[src/rtl/pc_seq.sv]
// Program-counter sequencer: boot delay, sequential fetch, trap/redirect/halt control
// and an accepted-fetch counter.
module pc_seq #(
  parameter int unsigned ADDR_W      = 32,
  parameter logic [31:0] RESET_VEC   = 32'h0,
  parameter int unsigned STEP        = 4,
  parameter int unsigned BOOT_DELAY  = 1,
  parameter bit          ALIGN_CHECK = 1'b1
) (
  input  logic              clk,
  input  logic              rst,
  input  logic              fetch_rdy_i,
  input  logic              redirect_i,
  input  logic [ADDR_W-1:0] redirect_addr_i,
  input  logic              trap_i,
  input  logic [ADDR_W-1:0] trap_vec_i,
  input  logic              halt_i,
  input  logic              resume_i,
  output logic [ADDR_W-1:0] pc_o,
  output logic              ce_o,
  output logic              misalign_o,
  output logic [ADDR_W-1:0] bad_addr_o,
  output logic [31:0]       fetch_cnt_o,
  output logic [1:0]        dbg_state_o
);

  // Fetch handshake: pc_o is offered whenever ce_o is high; the fetch is taken
  // in any cycle where ce_o && fetch_rdy_i and no trap/redirect/halt outranks it.

  localparam logic [ADDR_W-1:0] RST_PC     = RESET_VEC[ADDR_W-1:0];
  localparam logic [ADDR_W-1:0] ALIGN_MASK = ADDR_W'(STEP - 1);
  localparam logic [ADDR_W-1:0] STEP_INC   = ADDR_W'(STEP);
  localparam logic [3:0]        BOOT_LAST  = 4'(BOOT_DELAY - 1);

  typedef enum logic [1:0] {
    ST_BOOT = 2'd0,
    ST_RUN  = 2'd1,
    ST_HALT = 2'd2
  } state_e;

  state_e            state_q, state_d;
  logic [3:0]        boot_cnt_q, boot_cnt_d;
  logic [ADDR_W-1:0] pc_q, pc_d;
  logic [ADDR_W-1:0] bad_addr_q, bad_addr_d;
  logic              misalign_q, misalign_d;
  logic [31:0]       fetch_cnt_q, fetch_cnt_d;
  logic              redirect_bad;
  logic [ADDR_W-1:0] trap_pc;

  always_ff @(posedge clk or posedge rst) begin
    if (rst) begin
      state_q     <= ST_BOOT;
      boot_cnt_q  <= 4'd0;
      pc_q        <= RST_PC;
      bad_addr_q  <= '0;
      misalign_q  <= 1'b0;
      fetch_cnt_q <= 32'd0;
    end else begin
      state_q     <= state_d;
      boot_cnt_q  <= boot_cnt_d;
      pc_q        <= pc_d;
      bad_addr_q  <= bad_addr_d;
      misalign_q  <= misalign_d;
      fetch_cnt_q <= fetch_cnt_d;
    end
  end

  always_comb begin
    state_d      = state_q;
    boot_cnt_d   = boot_cnt_q;
    pc_d         = pc_q;
    bad_addr_d   = bad_addr_q;
    misalign_d   = 1'b0;
    fetch_cnt_d  = fetch_cnt_q;
    redirect_bad = ALIGN_CHECK && ((redirect_addr_i & ALIGN_MASK) != '0);
    trap_pc      = trap_vec_i & ~ALIGN_MASK;

    unique case (state_q)
      ST_BOOT: begin
        if (boot_cnt_q == BOOT_LAST) begin
          state_d = ST_RUN;
        end else begin
          boot_cnt_d = boot_cnt_q + 4'd1;
        end
      end
      ST_RUN: begin
        if (trap_i) begin
          pc_d = trap_pc;
        end else if (redirect_i) begin
          if (redirect_bad) begin
            bad_addr_d = redirect_addr_i;
            misalign_d = 1'b1;
            state_d    = ST_HALT;
          end else begin
            pc_d = redirect_addr_i;
          end
        end else if (halt_i) begin
          state_d = ST_HALT;
        end else if (fetch_rdy_i) begin
          pc_d        = pc_q + STEP_INC;
          fetch_cnt_d = fetch_cnt_q + 32'd1;
        end
      end
      ST_HALT: begin
        // A trap always wakes the core; a redirect only leaves HALT alongside resume.
        if (trap_i) begin
          pc_d    = trap_pc;
          state_d = ST_RUN;
        end else if (redirect_i) begin
          if (redirect_bad) begin
            bad_addr_d = redirect_addr_i;
            misalign_d = 1'b1;
          end else begin
            pc_d = redirect_addr_i;
            if (resume_i) state_d = ST_RUN;
          end
        end else if (resume_i) begin
          state_d = ST_RUN;
        end
      end
      default: state_d = ST_BOOT;
    endcase
  end

  assign pc_o        = pc_q;
  assign ce_o        = (state_q == ST_RUN);
  assign misalign_o  = misalign_q;
  assign bad_addr_o  = bad_addr_q;
  assign fetch_cnt_o = fetch_cnt_q;
  assign dbg_state_o = state_q;

endmodule

[config.mk]
export PLATFORM = sky130hd
export DESIGN_NAME = pc_seq
export DESIGN_NICKNAME = d
export VERILOG_FILES = /design/src/rtl/pc_seq.sv
export SDC_FILE = /design/constraint.sdc
export NUM_CORES = 1
export LEC_CHECK = 0
export BUFFER_PORTS_ARGS = -buffer_cell sky130_fd_sc_hd__buf_2
export CAP_MARGIN = 15
export CORE_MARGIN = 2
export CORE_UTILIZATION = 40
export CTS_CLUSTER_SIZE = 10
export DETAILED_ROUTE_END_ITERATION = 8
export PLACE_DENSITY = 0.66
export RECOVER_POWER = 100
export SYNTH_ARGS = -nofsm -noshare
export SYNTH_HDL_FRONTEND = slang
export SYNTH_SLANG_ARGS = --single-unit
[constraint.sdc]
create_clock -name clk -period 3.5 [get_ports clk]
set_input_delay 0.35 -clock clk [delete_from_list [all_inputs] [get_ports clk]]
set_output_delay 0.35 -clock clk [all_outputs]
set_load 0.01 [all_outputs]
== Word-level counts from Yosys, hierarchy flattened ==
Index checks and enable logic that the tools add are counted.
Word-level totals
  word-level logic and storage cells: 55
  register bits: 103
  output and inout bits: 100
Operators by class
  muxes and demuxes: 22
  reduce and logical (&&, ||, !) cells: 10
  bitwise operators: 4
  add/sub/neg operators: 3
  equality and inequality tests: 10
Operators by type and width (number)
  $mux W32: 7
  $pmux W32 S2: 1
  $add A32 B1 Y32 const B: 1
  $add A32 B3 Y32 const B: 1
  $reduce_bool A32 Y1: 1
  $mux W2: 9
  $ne A4 B4 Y1 const B: 3
  $reduce_and A5 Y1: 2
  $reduce_and A4 Y1: 2
  $ne A3 B3 Y1 const B: 2
  $pmux W2 S3: 1
  $add A4 B1 Y4 const B: 1
  $logic_not A4 Y1: 1
  $mux W1: 4
  $ne A2 B2 Y1 const B: 2
  $not A1 Y1: 4
  $ne A3 B2 Y1 const B: 1
  $eq A2 B1 Y1 const B: 1
  $eq A2 B2 Y1 const B: 1
  $logic_not A2 Y1: 1
  $reduce_and A2 Y1: 1
  $reduce_bool A2 Y1: 1
  $reduce_or A2 Y1: 1

== Logic depth before layout (Yosys ltp) ==
Gate-level depths: netlist of the first run.
  word-level depth: 6
  gate-level depth with buffers: 9
  gate-level depth less buffers: 7

== Worst setup path before layout of the first run ==
No wires, ideal clock.
  path type: reg-to-reg
  start point: reg pc_q[2], in the netlist pc_o[2]
  end point: reg pc_q[30], in the netlist pc_o[30]
  arrival: 2148 ps
  cell stages (with the launch flop): 8
  required time: 3374 ps
  path slack: 1226 ps
  cell sequence: dfrtp_1 ha_1 nand4_2 or4_1 buf_2 nor4_2 nor2b_1 o32a_1
On the way
  word-level cells in the longest chain between the ends: 6
RTL lines
  from (decl): RTL line 43  | logic [ADDR_W-1:0] pc_q, pc_d;
  from (signal assigned): RTL line 61  | pc_q <= pc_d;
  $add A32 B3 Y32: RTL line 100  | pc_d = pc_q + STEP_INC;
  $mux W32: RTL line 99  | end else if (fetch_rdy_i) begin
  $mux W32: RTL line 97  | end else if (halt_i) begin
  $mux W32: RTL line 89  | end else if (redirect_i) begin
  $mux W32: RTL line 87  | if (trap_i) begin
  $pmux W32 S2: RTL line 78  | unique case (state_q)
Every way passes these cells. The select of a mux whose other input is x is not followed.
A chain may end at the register's enable or synchronous reset.

== Final worst setup path of the first run ==
  start point: reg state_q[0], in the netlist dbg_state_o[0]
  end point: reg pc_q[19], in the netlist pc_o[19]
On the way
  word-level cells in the longest chain between the ends: 3
  elaborated cells between the ends (all ways): 8
  classes of those cells: 5 x eq/ne; 1 x mux; 2 x reduce/logical
RTL lines
  from (decl): RTL line 41  | state_e state_q, state_d;
  from (signal assigned): RTL line 59  | state_q <= state_d;
  $eq A2 B1 Y1 or $eq A2 B2 Y1 (tied branches): RTL line 78
  $ne A4 B4 Y1 (no source line) (tied with other cells)
  $reduce_and A4 Y1 (no source line)
Parallel ways exist; a longest one is shown, timed or not.

==> flow_summary.ini, run 1 <==
[status]
status = complete, but fails checks
violations = capacitance limit, slew limit

[worst_setup_path]
cp_slowest_cell = o32ai_2
cp.required_ps = 3760
crit_chain = inv_1 -> ha_1 -> nor3b_1 -> o32ai_2 -> buf_4 -> a221oi_1 -> a211oi_1
startpoint_type = register
path_delay_family = compound AO/OA/AOI/OAI gates
worstPathMaxFanout = 16
crit_type = register to register
cp.arrival_ps = 3070
path_buf_inv = 2
cp-end-kind = register
slowest_delay_ps = 960

[pwr]
p_per_area_nw_per_um2 = 748
total_power_mw = 5.06
power_leakage_nw = 2.81
ir_drop_uv = 381

[sta]
worstMarginPinSlew_ps = 2330
slew_headroom = -0.558
holdWs_ps = 242
hold_violations = 0
rsz0062_at_grt = no
setup_viol = 0
finalSetupTns_ps = 0
final_max_slew_viol_count = 60
period_minus_slack_ps = 2810
fin_crit_sh = 0.803
fmax_ghz = 0.356
finClkSkew_ps = 6.16

[cts]
clkTransAtPathRegs_ps = 70
root_buffer = clkbuf_16
cts_resized = 0
numCtsBuffers = 9
clk_latency_ps = 360
clkSinkCount = 103
ctsHtreeMaxLevel = 3
cts_hold_buf = 0
clockBufferDepth = 2
post-cts-setup-buffer-count = 0
cts_tree = done

[drt]
drt_first_pass_iters = 5
drtIter0Drc = 333
vias = 5084
drc = 0
ant_nets = 0
drt-total-wl_um = 15900
avgViaCountPerCell = 5.70
routedWlPerCell_um = 17.9

[grt]
antenna_found_initial = 0
grt.overflow.total = 0
grtUsageTotal = 0.218
grt_pass1_wl_um = 25300
grt_max_degree = 60
grt_pass1_vias = 4854

[logic_synthesis]
synth_nets = 627
ys_ff_latch = 103
async_flop_share = 1.00
synth_cells = 549
ys_seq_area_frac = 0.464
yosys_warnings = 0
ys_types = 62
synth-main-ff-cell = dfrtp_1
avgSynthCellArea_um2 = 10.1
synth_top_area_frac = 0.464
synth_edf_count = 0
yosysTopAreaCell = dfrtp_1
synth_area_um2 = 5550
synth_area_leaders = dfrtp_1 46%, mux2_2 7.1%, xnor2_1 5.0%

[die]
dieWidth_um = 122
rows = 43
dieArea_um2 = 14800
die_h_um = 122
ios = 171
initial_utilization = 0.405
coreArea_um2 = 13700

[worst_hold_path]
hp-class = input pin to register

[cells_and_area]
antenna_cells = 0
drive_above_1_share = 0.197
nNetsFinal = 785
area_delta_synth_final_pct = 21.7
fin_cells = 892
fill_cells = 1350
fin_area_um2 = 6760

[run]
maxCapViolCount = 1

[placement]
gp_congestion = 0.834
place_area_um2 = 6600
port_buffers = 168
place_hpwl_um = 11500
dp_cells = 876
## cell families after synthesis
logic type      share of synthesized area
simple gates                        0.182
flops                               0.464
compound gates                      0.174
mux                                0.0818
buf+inv                            0.0293
xor+xnor                           0.0536
fa+ha+maj                          0.0158
## report_power, final
group | internal [mW] | switching [mW]
sequential | 1.58 | 0.427
combinational | 0.819 | 1.09
clock | 0.645 | 0.495
total | 3.05 | 2.01
## sequential cells by signal (all words and copies together) (netlist names)
register / count
misalign_o: 1
bad_addr_o: 32
boot_cnt_q: 4
pc_o: 32
dbg_state_o: 2
fetch_cnt_o: 32
## metrics by stage
step	util	worst slack [ps]
detailed placement	0.481	797
floorplan	-	446
CTS	0.505	790
global route	0.493	494
global placement	0.481	885
finish	0.493	690
## routing by layer
metal / GRT usage / wire length, µm / vias up
li1: - / - / 2365
met1: 0.295 / 6910 / 2498
met2: 0.345 / 7550 / 208
met3: 0.0646 / 1330 / 13
met4: 0.0510 / 162 / 0
met5: 0 / 0 / -
## final timing paths
kind	from	endpoint	slack [ps]	cells after the start
min in group asynchronous	rst	fetch_cnt_o[15]	780	2
worst max register to register	dbg_state_o[0]	pc_o[19]	690	7
worst max-delay path	dbg_state_o[0]	pc_o[19]	690	7
worst min-delay path	redirect_addr_i[7]	bad_addr_o[7]	240	2
worst min register to register	fetch_cnt_o[28]	fetch_cnt_o[28]	490	1
max in group asynchronous	rst	fetch_cnt_o[7]	1100	3
## layout by cell type (no fill, tap or decap), types with 3 or more instances in the layout
cell,instances
dfrtp_1,103
clkbuf_1,103
buf_2,67
nand2_1,51
a21oi_1,38
mux2_2,35
xnor2_1,32
nand3_1,29
nor2_1,23
o21ai_0,22
nand4_1,15
and3_1,10
inv_1,10
o211ai_1,10
clkbuf_16,9
nor3_1,8
nor4_1,8
nand2b_1,8
and4_1,7
ha_1,7
mux2i_1,6
or2_2,6
o221ai_1,6
o31a_1,6
buf_4,6
o21a_1,5
and2_1,4
nor3b_1,4
o31ai_1,4
o32a_1,4
a31oi_1,4
o22a_1,3
o311a_1,3
a211oi_1,3
o211a_1,3
o311ai_0,3
inv_8,3
## final cells by class
cell class              count  area [µm²]  area share
well taps                 180         225      0.0333
repair buffers            178         777       0.115
clock inverters             7         110      0.0163
inverters                  10        37.5     0.00555
multi-input cells         405        2810       0.415
clock buffers               9         225      0.0333
flip-flops and latches    103        2580       0.381
## worst register-to-register path: cells and delay by family (launching register included)
family | cells | cell delay [ps]
adder cells (fa/ha/maj) | 1 | 420
buffers and inverters | 2 | 490
flip-flops | 1 | 410
AND/OR/NAND/NOR | 1 | 150
AO/OA/AOI/OAI | 3 | 1240
## synthesized netlist by cell type (all sizes together), types with 3 or more instances
master,n
a211oi,3
a21oi,38
a31oi,4
and2,4
and3,10
and4,7
buf,10
clkbuf,21
dfrtp,103
ha,7
inv,10
mux2,35
mux2i,6
nand2,51
nand2b,8
nand3,30
nand4,16
nor2,23
nor3,9
nor3b,4
nor4,8
o211a,3
o211ai,10
o21a,5
o21ai,23
o221ai,6
o22a,3
o311a,3
o311ai,3
o31a,6
o31ai,4
o32a,4
or2,6
xnor2,32
Power figures use the tool's default switching activity.
==> run 2: changes to the inputs <==
--- a/config.mk
+++ b/config.mk
@@ -11,7 +11,7 @@
 export CORE_UTILIZATION = 40
 export CTS_CLUSTER_SIZE = 10
 export DETAILED_ROUTE_END_ITERATION = 8
-export PLACE_DENSITY = 0.66
+export PLACE_DENSITY = 0.68
 export RECOVER_POWER = 100
 export SYNTH_ARGS = -nofsm -noshare
 export SYNTH_HDL_FRONTEND = slang
==> constraint.sdc (replaced) <==
create_clock -name clk -period 2.3 [get_ports clk]
set_input_delay 0.23 -clock clk [delete_from_list [all_inputs] [get_ports clk]]
set_output_delay 0.23 -clock clk [all_outputs]
set_load 0.01 [all_outputs]
==> run 2 against run 1 <==
  * The run now ends clean
  * Die area did not move
  * Maximum frequency rose by 28%
  * Utilization rose by 1.5 points
  * Clock skew rose by 1.8 ps
  * Critical endpoint is now pc_o[30]
  * Highest routed layer unchanged
==> flow_summary.ini, run 2 (same netlist as run 1, synthesis figures left out) <==
[sta]
finClkSkew_ps = 7.97
worstMarginPinSlew_ps = 1440
fin_crit_sh = 0.953
hold_violations = 0
fmax_ghz = 0.456
slew_headroom = 0.0339
setup_viol = 0
rsz0062_at_grt = no
period_minus_slack_ps = 2190
postLayoutSetupSlackWorst_ps = 109
finalSetupTns_ps = 0
final_max_slew_viol_count = 0

[pwr]
p_per_area_nw_per_um2 = 1130
ir_drop_uv = 548
power_leakage_nw = 2.92

[drt]
avgViaCountPerCell = 5.70
drt_first_pass_iters = 5
drt-total-wl_um = 16500
ant_nets = 0
drc = 0
vias = 5222
routedWlPerCell_um = 18.0
drtIter0Drc = 339

[worst_setup_path]
cp.required_ps = 2550
path_delay_family = simple AND/OR/NAND/NOR gates
slowest_delay_ps = 710
path_buf_inv = 0
cp_slowest_cell = or4_1
cp.arrival_ps = 2440
worstPathMaxFanout = 7
cp-end-kind = register
crit_chain = ha_1 -> nand4_2 -> or4_1 -> nor4_2 -> nor2b_1 -> o32a_1
startpoint_type = register
crit_type = register to register

[status]
status = finished clean

[grt]
grt_max_degree = 60
grt_pass1_vias = 5200
grt.overflow.total = 0
grt_pass1_wl_um = 26500
grtUsageTotal = 0.227
grtUsageMet3 = 0.0534
met2_usage = 0.361
antenna_found_initial = 0
grt_most_used_layer = met2
grtUsageMet1 = 0.301

[cts]
cts_tree = done
clk_latency_ps = 370
clockBufferDepth = 2
cts_hold_buf = 0
root_buffer = clkbuf_16
clkSinkCount = 103
numCtsBuffers = 9
clkTransAtPathRegs_ps = 80
ctsHtreeMaxLevel = 3

[cells_and_area]
area_delta_synth_final_pct = 25.3
fin_area_um2 = 6960
final_common_cell = clkbuf_1
drive_above_1_share = 0.230
fill_cells = 1342
most-common-layout-cells = 104 x clkbuf_1, 103 x dfrtp_1, 75 x buf_2
nNetsFinal = 809
antenna_cells = 0
utilization = 0.507

[die]
initial_utilization = 0.405
dieArea_um2 = 14800
ios = 171
die_h_um = 122
rows = 43
dieWidth_um = 122
coreArea_um2 = 13700

[placement]
gp_congestion = 0.861
place_hpwl_um = 12000
place_ws_ps = 47.5
port_buffers = 168
place_area_um2 = 6830

[worst_hold_path]
hp-class = input pin to register

[run]
maxCapViolCount = 0
-- run 2: timing repair --
item                                    4_1_cts  5_1_grt
buffers inserted                              0        0
gates resized for setup                       0        5
endpoints found under the setup margin        0       18
-- run 2: cell type report --
class / instances / area [µm²] / area share
multi-input cells: 405 / 2860 / 0.410
flip-flops and latches: 103 / 2580 / 0.370
repair buffers: 202 / 951 / 0.137
clock buffers: 9 / 225 / 0.0324
well taps: 180 / 225 / 0.0324
clock inverters: 7 / 86.3 / 0.0124
inverters: 10 / 38.8 / 0.00557
-- run 2: power breakdown --
group          internal, mW  switching, mW  leakage (nW)  total, mW
clock                 0.874          0.774         0.156       1.65
combinational          1.40           1.84          1.47       3.24
sequential             2.41          0.560          1.30       2.97
total                  4.69           3.17          2.92       7.86
-- run 2: per-layer routing --
metal,up-vias,share of wire
met5,-,0
met1,2575,0.45
met4,0,0.020
li1,2414,-
met3,27,0.070
met2,206,0.46
-- run 2: worst paths after layout --
path / slack [ps] / from / cells past startpoint / end
max: 110 / pc_o[3] / 6 / pc_o[30]
min: 110 / redirect_addr_i[19] / 2 / bad_addr_o[19]
max reg2reg: 110 / pc_o[3] / 6 / pc_o[30]
min reg2reg: 490 / fetch_cnt_o[31] / 1 / fetch_cnt_o[31]
max in group asynchronous: 610 / rst / 3 / fetch_cnt_o[5]
min in group asynchronous: 180 / rst / 2 / dbg_state_o[0]
-- run 2: through the flow --
stage / power, mW / hold WS [ps] / std cells
final: 7.86 / 108 / 916
after global routing: 8.38 / 108 / 916
after CTS: 8.07 / 6.15 / 916
after detailed placement: 6.41 / 393 / 900
after global placement: 6.29 / 380 / 900
after floorplan: 4.92 / 382 / 549
==> run 3: changes to the inputs <==
--- a/config.mk
+++ b/config.mk
@@ -9,10 +9,11 @@
 export CAP_MARGIN = 15
 export CORE_MARGIN = 2
 export CORE_UTILIZATION = 40
-export CTS_CLUSTER_SIZE = 10
+export CTS_CLUSTER_SIZE = 30
 export DETAILED_ROUTE_END_ITERATION = 8
 export PLACE_DENSITY = 0.68
 export RECOVER_POWER = 100
+export REMOVE_ABC_BUFFERS = 1
 export SYNTH_ARGS = -nofsm -noshare
 export SYNTH_HDL_FRONTEND = slang
 export SYNTH_SLANG_ARGS = --single-unit
==> run 3 against run 2 <==
  * Combinational power about the same
  * Global-route usage increased by 0.60 points
  * Clock skew about the same
  * Utilization hardly changed
  * Sequential power barely moved
  * Final area about the same
  * Final cell count grew 0.33%
  * Sequential cell count is the same
  * Non-clock buffer count up 3
  * Maximum frequency increased by 0.18%
  * Routed wire length up 2.1%
  * Critical endpoint unchanged
  * Largest cell class unchanged
==> flow_summary.ini, run 3 (same netlist as run 1, synthesis figures left out) <==
[run]
maxCapViolCount = 0

[worst_setup_path]
worstPathMaxFanout = 7
crit_chain = ha_1 -> nand4_2 -> or4_1 -> nor4_2 -> nor2b_1 -> o32a_1
cp.required_ps = 2530
reg2reg_depth = 6
slowest_delay_ps = 710
crit_type = register to register
startpoint_type = register
cp_slowest_cell = or4_1
r2r-end = pc_o[30]
cp-end-kind = register
cp.arrival_ps = 2420
r2r_start = pc_o[3]
crit_start = pc_o[3]
r2r_setup_slack_ps = 110

[sta]
rsz0062_at_grt = no
fin_crit_sh = 0.951
finClkSkew_ps = 8.12
setup_viol = 0
hold_violations = 0
worstMarginPinSlew_ps = 974
fmax_ghz = 0.457
slew_headroom = 0.349
final_max_slew_viol_count = 0
period_minus_slack_ps = 2190
postLayoutSetupSlackWorst_ps = 113

[drt]
routedWlPerCell_um = 18.3
vias = 5186
drtIter0Drc = 347
avgViaCountPerCell = 5.64
drc = 0
drt_first_pass_iters = 5
ant_nets = 0
drt-total-wl_um = 16800

[pwr]
seqPwrFrac = 0.379
power_leakage_nw = 2.94
p_sw_mw = 3.14
p_int_mw = 4.66
p_per_area_nw_per_um2 = 1120
clkPwrFrac = 0.206
ir_drop_uv = 586
combPwrFrac = 0.414
switching_share = 0.403
total_power_mw = 7.80

[cells_and_area]
antenna_cells = 0
nNetsFinal = 812
area_delta_synth_final_pct = 25.3
multi_input_area_um2 = 2850
fill_cells = 1338
seqCellArea_um2 = 2580
final_common_cell = dfrtp_1
utilization = 0.507
most-common-layout-cells = 103 x dfrtp_1, 102 x clkbuf_1, 76 x buf_2
drive_above_1_share = 0.234
fin_area_um2 = 6960

[worst_hold_path]
hp-class = input pin to register
holdPathStages = 2
worstHoldStart = redirect_addr_i[25]
worstHoldEndpoint = bad_addr_o[25]

[grt]
grt_max_degree = 49
grt_pass1_wl_um = 27000
antenna_found_initial = 1
grtUsageTotal = 0.233
grt_pass1_vias = 5153
grt.overflow.total = 0

[placement]
place_hpwl_um = 12500
gp_congestion = 0.913
place_ws_ps = 131
place_area_um2 = 6800
port_buffers = 168

[cts]
clockBufferDepth = 2
ctsHtreeMaxLevel = 3
clkTransAtPathRegs_ps = 70
numCtsBuffers = 9
clkSinkCount = 103
cts_tree = done
clk_latency_ps = 360
root_buffer = clkbuf_16

[die]
initial_utilization = 0.405
ios = 171
dieWidth_um = 122
rows = 43
dieArea_um2 = 14800
coreArea_um2 = 13700
die_h_um = 122

[status]
status = finished clean
==> run 3: cell count changes in the layout (fill, tap and decap cells not counted), sizes merged <==
cell,before,now
buf,92,94
clkbuf,119,120
clkinv,1,2
clkinvlp,1,0
dlygate4sd3,0,1
inv,14,13
==> run 3: critical path, delay by kind of cell (launching register included) <==
family,cells,cell delay (ps)
simple gates,4,1220
flops,1,360
compound gates,1,300
fa+ha+maj,1,200
==> run 3: repair_timing <==
| action | CTS | global route |
|---|---|---|
| hold buffers | 1 | 0 |
| endpoints found under the setup margin | 0 | 7 |
| endpoints found under the hold margin | 46 | 0 |
| resized for setup | 0 | 4 |
| buffers inserted | 0 | 0 |
==> run 3: power groups by stage <==
| stage | clock (mW) | combinational [mW] | sequential, mW |
|---|---|---|---|
| floorplan | 0 | 1.61 | 3.24 |
| global placement | 0 | 3.34 | 2.91 |
| detailed placement | 0 | 3.41 | 2.97 |
| CTS | 1.65 | 3.43 | 2.94 |
| global route | 1.72 | 3.56 | 3.05 |
| finish | 1.61 | 3.23 | 2.96 |
==> run 3: area by class of cell <==
cell class	instances	share of cell area
Clock buffer	10	0.0329
Clock inverter	6	0.0110
Inverter	10	0.00540
Multi-Input combinational cell	405	0.410
Sequential cell	103	0.371
Tap cell	180	0.0324
Timing Repair Buffer	205	0.138
==> run 3: layer usage <==
layer / up-vias / track usage / share of wire
li1: 2423 / - / -
met2: 202 / 0.372 / 0.47
met3: 26 / 0.0707 / 0.077
met1: 2533 / 0.307 / 0.43
met5: - / 0 / 0.00083
met4: 2 / 0.0697 / 0.017
==> run 3: how the worst max path moves through the flow <==
| stage | endpoint | slack, ps |
|---|---|---|
| after detailed placement | pc_o[27] | 130 |
| after global routing | pc_o[30] | 0.1 |
| final | pc_o[30] | 110 |
| after global placement | pc_o[30] | 180 |
| after CTS | pc_o[27] | 110 |
| after floorplan | bad_addr_o[0] | -1440 |
==> run 3: stage by stage <==
step           hold WS [ps]  TNS [ps]  cells
4_1_cts                 113         0    919
2_1_floorplan           378   -126590    518
6_report                125         0    919
3_5_place_dp            343         0    902
5_1_grt                 115         0    919
3_3_place_gp            332         0    902
